File: src/rtl/flappy_pkg.sv
// Shared constants for the bird physics, renderer and collision blocks.
package flappy_pkg;

  localparam int unsigned COORD_W_DEF = 10;
  localparam int unsigned VEL_W_DEF   = 5;
  localparam int unsigned X_START_DEF = 144;
  localparam int unsigned Y_START_DEF = 240;
  localparam int unsigned Y_CEIL_DEF  = 0;
  localparam int unsigned Y_FLOOR_DEF = 464;

  // One-hot state bit positions and codes
  localparam int unsigned S_I       = 0;
  localparam int unsigned S_FLAP    = 1;
  localparam int unsigned S_UNPRESS = 2;
  localparam int unsigned S_GRAV    = 3;
  localparam int unsigned S_LOST    = 4;

  localparam logic [4:0] ST_I       = 5'b00001;
  localparam logic [4:0] ST_FLAP    = 5'b00010;
  localparam logic [4:0] ST_UNPRESS = 5'b00100;
  localparam logic [4:0] ST_GRAV    = 5'b01000;
  localparam logic [4:0] ST_LOST    = 5'b10000;

  // Per-tick operation requested from the integrator
  typedef enum logic [2:0] {
    OP_HOLD,
    OP_INIT,
    OP_LAUNCH,
    OP_FLAP,
    OP_GRAV
  } phys_op_e;

endpackage

File: src/rtl/flappy_bird_physics_if.sv
// Control inputs and sprite/state outputs of the bird physics engine.
interface flappy_bird_physics_if
  import flappy_pkg::*;
#(
  parameter int unsigned COORD_W = COORD_W_DEF,
  parameter int unsigned VEL_W   = VEL_W_DEF
);
  logic                      SCEN;
  logic                      Start;
  logic                      Ack;
  logic                      Flap_Button;
  logic                      Hit;
  logic [COORD_W-1:0]        XBird;
  logic [COORD_W-1:0]        YBird;
  logic signed [VEL_W-1:0]   VelBird;
  logic                      q_I;
  logic                      q_Flap;
  logic                      q_UnPress;
  logic                      q_Grav;
  logic                      q_Lost;

  modport master (
    output SCEN, Start, Ack, Flap_Button, Hit,
    input  XBird, YBird, VelBird, q_I, q_Flap, q_UnPress, q_Grav, q_Lost
  );

  modport slave (
    input  SCEN, Start, Ack, Flap_Button, Hit,
    output XBird, YBird, VelBird, q_I, q_Flap, q_UnPress, q_Grav, q_Lost
  );
endinterface

File: src/rtl/flappy_vel_integrator.sv
// Y/velocity registers with saturating gravity and floor/ceiling detection.
module flappy_vel_integrator
  import flappy_pkg::*;
#(
  parameter int unsigned COORD_W  = COORD_W_DEF,
  parameter int unsigned VEL_W    = VEL_W_DEF,
  parameter int unsigned Y_START  = Y_START_DEF,
  parameter int unsigned Y_CEIL   = Y_CEIL_DEF,
  parameter int unsigned Y_FLOOR  = Y_FLOOR_DEF,
  parameter int unsigned FLAP_VEL = 6,
  parameter int unsigned GRAV     = 1,
  parameter int unsigned VMAX     = 8
) (
  input  logic                    clk_i,
  input  logic                    reset_i,
  input  logic                    scen_i,
  input  phys_op_e                op_i,
  output logic [COORD_W-1:0]      y_o,
  output logic signed [VEL_W-1:0] vel_o,
  output logic                    floor_c_o,
  output logic                    ceil_c_o
);

  localparam int unsigned YW = COORD_W + 2;
  localparam logic [COORD_W-1:0]      Y_INIT   = COORD_W'(Y_START);
  localparam logic [COORD_W-1:0]      Y_TOP    = COORD_W'(Y_CEIL);
  localparam logic [COORD_W-1:0]      Y_BOT    = COORD_W'(Y_FLOOR);
  localparam logic signed [VEL_W-1:0] FLAP_NEG = VEL_W'(-int'(FLAP_VEL));
  localparam logic signed [VEL_W:0]   VMAX_W   = (VEL_W+1)'(VMAX);
  localparam logic signed [VEL_W:0]   GRAV_W   = (VEL_W+1)'(GRAV);

  logic [COORD_W-1:0]      y_q, y_d;
  logic signed [VEL_W-1:0] vel_q, vel_d;
  logic signed [YW-1:0]    y_next_c;
  logic signed [VEL_W:0]   vel_sum_c;
  logic signed [VEL_W-1:0] vel_sat_c;
  logic [COORD_W-1:0]      y_clamp_c;
  logic                    clamped_c;

  // Wide position step, limit compares and saturating gravity
  always_comb begin
    y_next_c  = $signed({2'b00, y_q}) + YW'(vel_q);
    floor_c_o = (y_next_c >= $signed(YW'(Y_FLOOR)));
    ceil_c_o  = (y_next_c <  $signed(YW'(Y_CEIL)));
    vel_sum_c = (VEL_W+1)'(vel_q) + GRAV_W;
    vel_sat_c = (vel_sum_c > VMAX_W) ? VEL_W'(VMAX) : vel_sum_c[VEL_W-1:0];
    clamped_c = floor_c_o | ceil_c_o;
    if (floor_c_o)     y_clamp_c = Y_BOT;
    else if (ceil_c_o) y_clamp_c = Y_TOP;
    else               y_clamp_c = y_next_c[COORD_W-1:0];
  end

  // Next position/velocity for the requested operation
  always_comb begin
    y_d   = y_q;
    vel_d = vel_q;
    if (scen_i) begin
      case (op_i)
        OP_INIT: begin
          y_d   = Y_INIT;
          vel_d = '0;
        end
        OP_LAUNCH: begin
          y_d   = Y_INIT;
          vel_d = FLAP_NEG;
        end
        OP_FLAP: begin
          y_d   = y_clamp_c;
          vel_d = clamped_c ? '0 : FLAP_NEG;
        end
        OP_GRAV: begin
          y_d   = y_clamp_c;
          vel_d = clamped_c ? '0 : vel_sat_c;
        end
        default: ;
      endcase
    end
  end

  // Position and velocity registers
  always_ff @(posedge clk_i) begin
    if (reset_i) begin
      y_q   <= Y_INIT;
      vel_q <= '0;
    end else begin
      y_q   <= y_d;
      vel_q <= vel_d;
    end
  end

  assign y_o   = y_q;
  assign vel_o = vel_q;

endmodule

File: src/rtl/flappy_bird_physics.sv
// Bird vertical physics: flap/gravity FSM and flap counter.
// Optional FLAPPY_CEIL_KILL_EN: touching the ceiling also loses the game.
module flappy_bird_physics
  import flappy_pkg::*;
#(
  parameter int unsigned COORD_W    = COORD_W_DEF,
  parameter int unsigned VEL_W      = VEL_W_DEF,
  parameter int unsigned X_START    = X_START_DEF,
  parameter int unsigned Y_START    = Y_START_DEF,
  parameter int unsigned Y_CEIL     = Y_CEIL_DEF,
  parameter int unsigned Y_FLOOR    = Y_FLOOR_DEF,
  parameter int unsigned FLAP_VEL   = 6,
  parameter int unsigned FLAP_TICKS = 4,
  parameter int unsigned GRAV       = 1,
  parameter int unsigned VMAX       = 8
) (
  input  logic                  Clk,
  input  logic                  Reset,
  flappy_bird_physics_if.slave  bus
);

  localparam int unsigned CNT_W = $clog2(FLAP_TICKS + 1);

  logic [4:0]              state_q, state_d;
  logic [CNT_W-1:0]        cnt_q, cnt_d;
  logic [COORD_W-1:0]      x_q, y_q;
  logic signed [VEL_W-1:0] vel_q;
  phys_op_e                op_c;
  logic                    floor_c, ceil_c, lose_c, flap_done_c;

  flappy_vel_integrator #(
    .COORD_W (COORD_W),
    .VEL_W   (VEL_W),
    .Y_START (Y_START),
    .Y_CEIL  (Y_CEIL),
    .Y_FLOOR (Y_FLOOR),
    .FLAP_VEL(FLAP_VEL),
    .GRAV    (GRAV),
    .VMAX    (VMAX)
  ) u_integ (
    .clk_i    (Clk),
    .reset_i  (Reset),
    .scen_i   (bus.SCEN),
    .op_i     (op_c),
    .y_o      (y_q),
    .vel_o    (vel_q),
    .floor_c_o(floor_c),
    .ceil_c_o (ceil_c)
  );

  // Loss condition in the active play states
  always_comb begin
`ifdef FLAPPY_CEIL_KILL_EN
    lose_c = bus.Hit | floor_c | ceil_c;
`else
    lose_c = bus.Hit | floor_c;
`endif
    flap_done_c = (cnt_q == CNT_W'(FLAP_TICKS - 1));
  end

  // State register
  always_ff @(posedge Clk) begin
    if (Reset) state_q <= ST_I;
    else       state_q <= state_d;
  end

  // Next-state logic, advanced only on physics ticks
  always_comb begin
    state_d = state_q;
    if (bus.SCEN) begin
      case (state_q)
        ST_I:       if (bus.Start) state_d = ST_FLAP;
        ST_FLAP:    if (lose_c) state_d = ST_LOST;
                    else if (flap_done_c) state_d = ST_UNPRESS;
        ST_UNPRESS: if (lose_c) state_d = ST_LOST;
                    else if (!bus.Flap_Button) state_d = ST_GRAV;
        ST_GRAV:    if (lose_c) state_d = ST_LOST;
                    else if (bus.Flap_Button) state_d = ST_FLAP;
        ST_LOST:    if (bus.Ack) state_d = ST_I;
        default:    state_d = ST_I;
      endcase
    end
  end

  // Integrator operation and flap counter update per state
  always_comb begin
    op_c  = OP_HOLD;
    cnt_d = cnt_q;
    if (bus.SCEN) begin
      cnt_d = '0;
      case (state_q)
        ST_I:       op_c = bus.Start ? OP_LAUNCH : OP_INIT;
        ST_FLAP:    op_c = OP_FLAP;
        ST_UNPRESS: op_c = OP_GRAV;
        ST_GRAV:    op_c = bus.Flap_Button ? OP_FLAP : OP_GRAV;
        default:    op_c = OP_HOLD;
      endcase
      if (state_q == ST_FLAP && state_d == ST_FLAP) cnt_d = CNT_W'(cnt_q + 1'b1);
    end
  end

  // Flap counter and fixed X register
  always_ff @(posedge Clk) begin
    if (Reset) begin
      cnt_q <= '0;
      x_q   <= COORD_W'(X_START);
    end else begin
      cnt_q <= cnt_d;
      x_q   <= x_q;
    end
  end

  assign bus.XBird     = x_q;
  assign bus.YBird     = y_q;
  assign bus.VelBird   = vel_q;
  assign bus.q_I       = state_q[S_I];
  assign bus.q_Flap    = state_q[S_FLAP];
  assign bus.q_UnPress = state_q[S_UNPRESS];
  assign bus.q_Grav    = state_q[S_GRAV];
  assign bus.q_Lost    = state_q[S_LOST];

endmodule

File: src/flat_wrapper.sv
// flat-port wrapper written by rule: the top's interface ports become plain ports
module flappy_bird_physics_flat import flappy_pkg::*;
#(
  parameter int unsigned COORD_W    = COORD_W_DEF,
  parameter int unsigned VEL_W      = VEL_W_DEF,
  parameter int unsigned X_START    = X_START_DEF,
  parameter int unsigned Y_START    = Y_START_DEF,
  parameter int unsigned Y_CEIL     = Y_CEIL_DEF,
  parameter int unsigned Y_FLOOR    = Y_FLOOR_DEF,
  parameter int unsigned FLAP_VEL   = 6,
  parameter int unsigned FLAP_TICKS = 4,
  parameter int unsigned GRAV       = 1,
  parameter int unsigned VMAX       = 8
)
  (Clk, Reset, bus_SCEN, bus_Start, bus_Ack, bus_Flap_Button, bus_Hit, bus_XBird, bus_YBird, bus_VelBird, bus_q_I, bus_q_Flap, bus_q_UnPress, bus_q_Grav, bus_q_Lost);
  flappy_bird_physics_if #(.COORD_W(COORD_W), .VEL_W(VEL_W)) bus_i ();
  input  logic Clk;
  input  logic Reset;
  input wire logic [$bits(bus_i.SCEN)-1:0] bus_SCEN;
  input wire logic [$bits(bus_i.Start)-1:0] bus_Start;
  input wire logic [$bits(bus_i.Ack)-1:0] bus_Ack;
  input wire logic [$bits(bus_i.Flap_Button)-1:0] bus_Flap_Button;
  input wire logic [$bits(bus_i.Hit)-1:0] bus_Hit;
  output wire logic [$bits(bus_i.XBird)-1:0] bus_XBird;
  output wire logic [$bits(bus_i.YBird)-1:0] bus_YBird;
  output wire logic [$bits(bus_i.VelBird)-1:0] bus_VelBird;
  output wire logic [$bits(bus_i.q_I)-1:0] bus_q_I;
  output wire logic [$bits(bus_i.q_Flap)-1:0] bus_q_Flap;
  output wire logic [$bits(bus_i.q_UnPress)-1:0] bus_q_UnPress;
  output wire logic [$bits(bus_i.q_Grav)-1:0] bus_q_Grav;
  output wire logic [$bits(bus_i.q_Lost)-1:0] bus_q_Lost;
  assign bus_i.SCEN = bus_SCEN;
  assign bus_i.Start = bus_Start;
  assign bus_i.Ack = bus_Ack;
  assign bus_i.Flap_Button = bus_Flap_Button;
  assign bus_i.Hit = bus_Hit;
  assign bus_XBird = bus_i.XBird;
  assign bus_YBird = bus_i.YBird;
  assign bus_VelBird = bus_i.VelBird;
  assign bus_q_I = bus_i.q_I;
  assign bus_q_Flap = bus_i.q_Flap;
  assign bus_q_UnPress = bus_i.q_UnPress;
  assign bus_q_Grav = bus_i.q_Grav;
  assign bus_q_Lost = bus_i.q_Lost;
  flappy_bird_physics #(.COORD_W(COORD_W), .VEL_W(VEL_W), .X_START(X_START), .Y_START(Y_START), .Y_CEIL(Y_CEIL), .Y_FLOOR(Y_FLOOR), .FLAP_VEL(FLAP_VEL), .FLAP_TICKS(FLAP_TICKS), .GRAV(GRAV), .VMAX(VMAX)) u_core (.Clk(Clk), .Reset(Reset), .bus(bus_i));
endmodule
File: config.mk
export PLATFORM = sky130hd
export DESIGN_NAME = flappy_bird_physics_flat
export DESIGN_NICKNAME = d
export VERILOG_FILES = /design/src/rtl/flappy_pkg.sv /design/src/rtl/flappy_bird_physics_if.sv /design/src/rtl/flappy_vel_integrator.sv /design/src/rtl/flappy_bird_physics.sv /design/src/flat_wrapper.sv
export SDC_FILE = /design/constraint.sdc
export NUM_CORES = 1
export LEC_CHECK = 0
export BUFFER_PORTS_ARGS = -buffer_cell sky130_fd_sc_hd__buf_2
export CAP_MARGIN = 40
export CORE_MARGIN = 2
export CORE_UTILIZATION = 45
export DETAILED_ROUTE_END_ITERATION = 8
export PLACE_DENSITY = 0.74
export SLEW_MARGIN = 20
export SYNTH_ARGS = -nofsm -noshare
export SYNTH_HDL_FRONTEND = slang
export SYNTH_SLANG_ARGS = --single-unit
File: constraint.sdc
create_clock -name Clk -period 5.4 [get_ports Clk]
set_clock_uncertainty 0.2 [all_clocks]
set_input_delay 0.54 -clock Clk [delete_from_list [all_inputs] [get_ports Clk]]
set_output_delay 0.54 -clock Clk [all_outputs]
set_load 0.01 [all_outputs]
# Word-level counts from Yosys, hierarchy flattened
# Cells that the tools add are included.
totals:
  register_bits: 23
  in_bits: 7
  out_inout_bits: 30
  elab_cells: 52
classes:
  n_addsub: 3
  order_cmp: 3
  n_eq_ne: 11
  n_mux: 22
  bitwise: 2
  reduce_logical: 7
op_table:
  columns: ["operator", "count"]
  rows:
  - ["2-to-1 mux 5 bit", 12]
  - ["one-hot mux 5 bit (5 select lines)", 1]
  - ["2-to-1 mux 10 bit", 2]
  - ["one-hot mux 10 bit (2 select lines)", 1]
  - ["one-hot mux 5 bit (4 select lines)", 1]
  - ["adder 11 x 5 -> 12 bit", 1]
  - [">= comparator 12 x 10 -> 1 bit, second input constant", 1]
  - ["< comparator 12 x 1 -> 1 bit, second input constant", 1]
  - ["one-hot mux 3 bit (4 select lines)", 1]
  - ["== test 5 x 2 -> 1 bit, second input constant", 2]
  - ["== test 3 x 2 -> 1 bit, second input constant", 3]
  - ["2-to-1 mux 3 bit", 3]
  - ["adder 5 x 2 -> 6 bit, second input constant", 1]
  - ["greater-than comparator 6 x 5 -> 1 bit, second input constant", 1]
  - ["== test 5 x 1 -> 1 bit, second input constant", 1]
  - ["== test 5 x 3 -> 1 bit, second input constant", 1]
  - ["== test 5 x 4 -> 1 bit, second input constant", 1]
  - ["== test 5 bit, second input constant", 1]
  - ["AND reduction 2 bit", 2]
  - ["nonzero test 4 bit", 1]
  - ["OR reduction 2 bit", 2]
  - ["adder 3 x 1 -> 3 bit, second input constant", 1]
  - ["== test 3 x 1 -> 1 bit, second input constant", 1]
  - ["== test 3 bit, second input constant", 1]
  - ["4 further kinds", 5]

# Longest topological paths before layout
depth:
  ltp_word: 9
  ltp_mapped: 12
  depth_no_buf: 11

# Hierarchy
# From an unflattened synthesis, not the netlist that was laid out.
unflattened:
  cells_unflattened: 287
  area_unflattened_um2: 2238.4
by_module_without_submodules:
  columns: ["mod", "n_inst", "cells_per_inst", "area_each_um2", "seq_area_each_um2"]
  rows:
  - ["flappy_vel_integrator", 1, 189, 1500.2, 300.3]
  - ["flappy_bird_physics", 1, 98, 738.2, 160.2]

# Worst setup path before layout
# Ideal clock, no wire load.
synth_path:
  path_kind: "flip-flop to flip-flop"
  start: "register u_core.u_integ.vel_q[0] (netlist: u_core.u_integ.vel_o[0])"
  end: "register u_core.u_integ.vel_q[3] (netlist: u_core.u_integ.vel_o[3])"
  setup_ns: 0.086
  t_arrival_ns: 2.585
  t_required_ns: 5.114
  path_slack_ns: 2.530
  stages_incl_launch_ff: 13
  path_buffers: 1
  period_less_slack_ns: 2.870
  cell_sequence: "dfxtp_1 ha_1 inv_1 fa_1 nor2b_1 o2111a_1 o31a_1 nor3_2 a31oi_2 and2_1 buf_4 a21oi_1 a211oi_1"
synth_via:
  elab_chain_len: 5
  elab_cells_between_ends: 10
  classes_between: "add/sub: 2; order compare: 3; mux: 4; bitwise: 1"
synth_lines:
  columns: ["element", "line_no", "rtl"]
  rows:
  - ["start: declaration", "flappy_vel_integrator.sv:33", "logic signed [VEL_W-1:0] vel_q, vel_d;"]
  - ["start signal: assignment", "flappy_vel_integrator.sv:87", "vel_q <= vel_d;"]
  - ["adder 11 x 5 -> 12 bit / adder 5 x 2 -> 6 bit (equally long branches)", "flappy_vel_integrator.sv:42, flappy_vel_integrator.sv:45", null]
  - [">= comparator 12 x 10 -> 1 bit, or another cell as far along", "flappy_vel_integrator.sv:43", "floor_c_o = (y_next_c >= $signed(YW'(Y_FLOOR)));"]
  - ["OR 1 bit / 2-to-1 mux 5 bit (equally long branches)", "flappy_vel_integrator.sv:47, flappy_vel_integrator.sv:46", null]
  - ["2-to-1 mux 5 bit, on equally long branches", "flappy_vel_integrator.sv:73, flappy_vel_integrator.sv:69", null]
  - ["one-hot mux 5 bit (4 select lines) (*)", "flappy_vel_integrator.sv:58", "case (op_i)"]
# Mark *: on every way between the ends. The rest lies on a longest branch, timed or not.
# A chain may end at the register's enable or synchronous reset.

# Worst setup path after layout
layout_path:
  start: "register u_core.u_integ.vel_q[0] (netlist: u_core.u_integ.vel_o[0])"
  end: "register u_core.u_integ.vel_q[4] (netlist: u_core.u_integ.vel_o[4])"
# The elaborated chain is that of the path after synthesis.

==> impl_results.md <==
- Kind of critical path: flop to flop
- Crit path cell chain: ha_1 > inv_1 > fa_1 > nor2b_1 > o2111a_1 > o31a_1 > nor3_2 > a31oi_2 > and2_1 > a21oi_1 > o32ai_1
- Antenna violations before repair: 0
- Syn Area/Cell: 7.96 sq um
- CTS buffer count: 3
- Yosys cell types: 65
- Yosys top cell area share: 22.5%
- Crit Path Max Fanout: 12
- Slowest-stage cell, CP: dfxtp_1
- Setup Fix Bufs, Post-CTS: 0
- Worst Path Required: 5.38 ns
- Top cells by count, synth: nor2_1, dfxtp_1, nand2_1
- Max Cap Violations: 0
- Synth Flop Type: dfxtp_1
- Worst R2R Start: u_core.u_integ.vel_o[0]
- Final hold viol count: 0
- Critical path startpoint category: flop
- TritonCTS clock tree: done
- Core region area: 4350 sq um
- Num rows: 24
- Die Wd: 71.4 um
- Most frequent cell after synthesis: nor2_1
- CTS sink count: 23
- EDFF count, synth: 0
- Htree depth: 1
- Fill cells: 444
- Seq cells post-synth: 23
- CTS resizes: 0
- Crit path DAT: 3.31 ns
- Largest cells by area after synthesis: dfxtp_1, ha_1, nor2_1
- Fin crit period: 3.33 ns
- Clk Latency, worst-skew pair: 0.26 ns
- Critical Path Source: u_core.u_integ.vel_o[0]
- Cell count after synthesis: 257
- Initial core utilization: 47.0%
- Via count: 1892
- Area leader, netlist: dfxtp_1
- Via density: 5.79
- Reg clk slew, reported paths: 0.09 ns
- DRT Pass-1 Iters: 4
- Netlist Area Pre-Place: 2050 sq um
- Antenna Cells: 0
- Hold_sp: u_core.cnt_q[2]
- Placer Congestion: 0.898
- Vias in the first global route: 1697
- Die Area: 5100 sq um
- Hold_buf cts: 0
- Dpl hpwl: 3550 um
- Global-route wire length before repair: 7890 um
- Grt ovf: 0
- DR DRC count: 0
- Leakage Power: 0.920 nW
- Fin Hold WS: 0.260 ns
- Synth Warn #: 0
- Share of cells above drive strength 1: 19.6%
- Fmax achieved: 301 MHz
- RSZ-0062 raised after global routing: false
- Period utilization: 61.6%
- CP endpoint kind: flop
- Maximum VDD drop: 0.000148 V
- Async SR Flop Fraction: 0%
- Die span in y: 71.4 um
- Ports: 37
- TNS Setup: 0 ns
- Reg area: 460 sq um
- Fin nets: 299
- Multi-input logic area: 1440 sq um
- Pin count of the biggest net entering global routing: 19
- Crit-path leading delay family: compound AO/OA/AOI/OAI gates
- Max Slew Vio Count: 0
- Initial drt markers: 123
- Worst slew pin tran: 0.612 ns
- Clk root buf: clkbuf_8
- Slew headroom: 59.2%
- PwrDens: 208 nW/um^2
- Routed Antenna Nets: 0
- Worst hold path class: flop to flop
- Tot GR Track Use: 18.7%
- Outcome: finished clean
- WL final: 4630 um
- Post-synthesis sequential area ratio: 22.5%
- Synthesis-to-finish area growth: 6.91%
- Final setup viols: 0
- Routed len/inst: 14.1 um
- Slowest stage delay, CP: 0.46 ns
- CTS Buffer Depth: 2
- CP Buf/Inv Count: 1
- I/O Buffers: 26
## state kept, by name (all words and copies together) (netlist names)
name and cells:
u_core.state_q 5, u_core.u_integ.y_o 10, u_core.u_integ.vel_o 5, u_core.cnt_q 3
## metrics by stage
stage | instances | worst slack [ns] | power (W) | util, % | cell area, sq um
global placement | 323 | 2.16 | 0.000345 | 49.2 | 2140
CTS | 327 | 2.08 | 0.000457 | 50.2 | 2190
detailed placement | 323 | 2.11 | 0.000347 | 49.2 | 2140
floorplan | 265 | 2.53 | 0.000323 | - | 2080
global route | 327 | 1.83 | 0.000482 | 50.2 | 2190
finish | 327 | 2.07 | 0.000454 | 50.2 | 2190
## final cells by class
class                   instances  area share [%]
repair buffers                 26            5.95
well taps                      52            2.97
inverters                      13            2.23
flip-flops and latches         23            21.1
clock inverters                 1           0.229
multi-input cells             209            65.7
clock buffers                   3            1.89
## worst reg2reg max path: cells and delay by family, from the launching register on
kind                     cells  cell delay, ns
AO/OA/AOI/OAI                5            1.11
flip-flops                   1            0.46
buffers and inverters        1            0.07
AND/OR/NAND/NOR              3            0.75
adder cells (fa/ha/maj)      2            0.66
## cells in the final DEF, fill, tap and decap left out, drive strengths merged, types with 3 or more instances in the layout
cell,instances
conb,10
a21oi,16
nand2b,4
nor3b,3
clkbuf,3
dfxtp,23
nor2,24
nor4,3
inv,13
and2,3
o221a,3
nor3,8
nand3,4
o21ai,19
a211oi,4
xnor2,7
nor2b,3
a21o,4
o211ai,5
nand2,22
o21a,7
xor2,5
buf,26
or2,3
ha,15
a32oi,5
## kinds of logic after synthesis
| group | share of synthesized area (%) |
|---|---|
| AO/OA/AOI/OAI | 31.5 |
| AND/OR/NAND/NOR | 21.2 |
| buffers and inverters | 8.75 |
| flip-flops | 22.5 |
| adder cells (fa/ha/maj) | 10.2 |
| XOR/XNOR | 5.50 |
| other | 0.367 |
## worst paths after layout
check / slack (ns) / end / cells past startpoint
setup / recovery: 2.07 / u_core.u_integ.vel_o[4] / 11
hold / removal: 0.26 / u_core.cnt_q[2] / 2
setup reg to reg: 2.07 / u_core.u_integ.vel_o[4] / 11
hold reg to reg: 0.26 / u_core.cnt_q[2] / 2
## per-layer routing
| layer | wire (um) | up-vias | track usage [%] |
|---|---|---|---|
| met5 | 0 | - | 0 |
| met4 | 36 | 0 | 3.35 |
| met3 | 219 | 4 | 2.81 |
| met2 | 2160 | 42 | 30.6 |
| met1 | 2210 | 887 | 26.5 |
| li1 | - | 959 | - |
## power breakdown
group / leakage (nW) / switching, W / internal (W)
clock: 0.0255 / 0.0000573 / 0.0000515
sequential: 0.186 / 0.0000132 / 0.000174
combinational: 0.709 / 0.0000973 / 0.0000607
No activity file was read; power rests on OpenSTA's default activity.
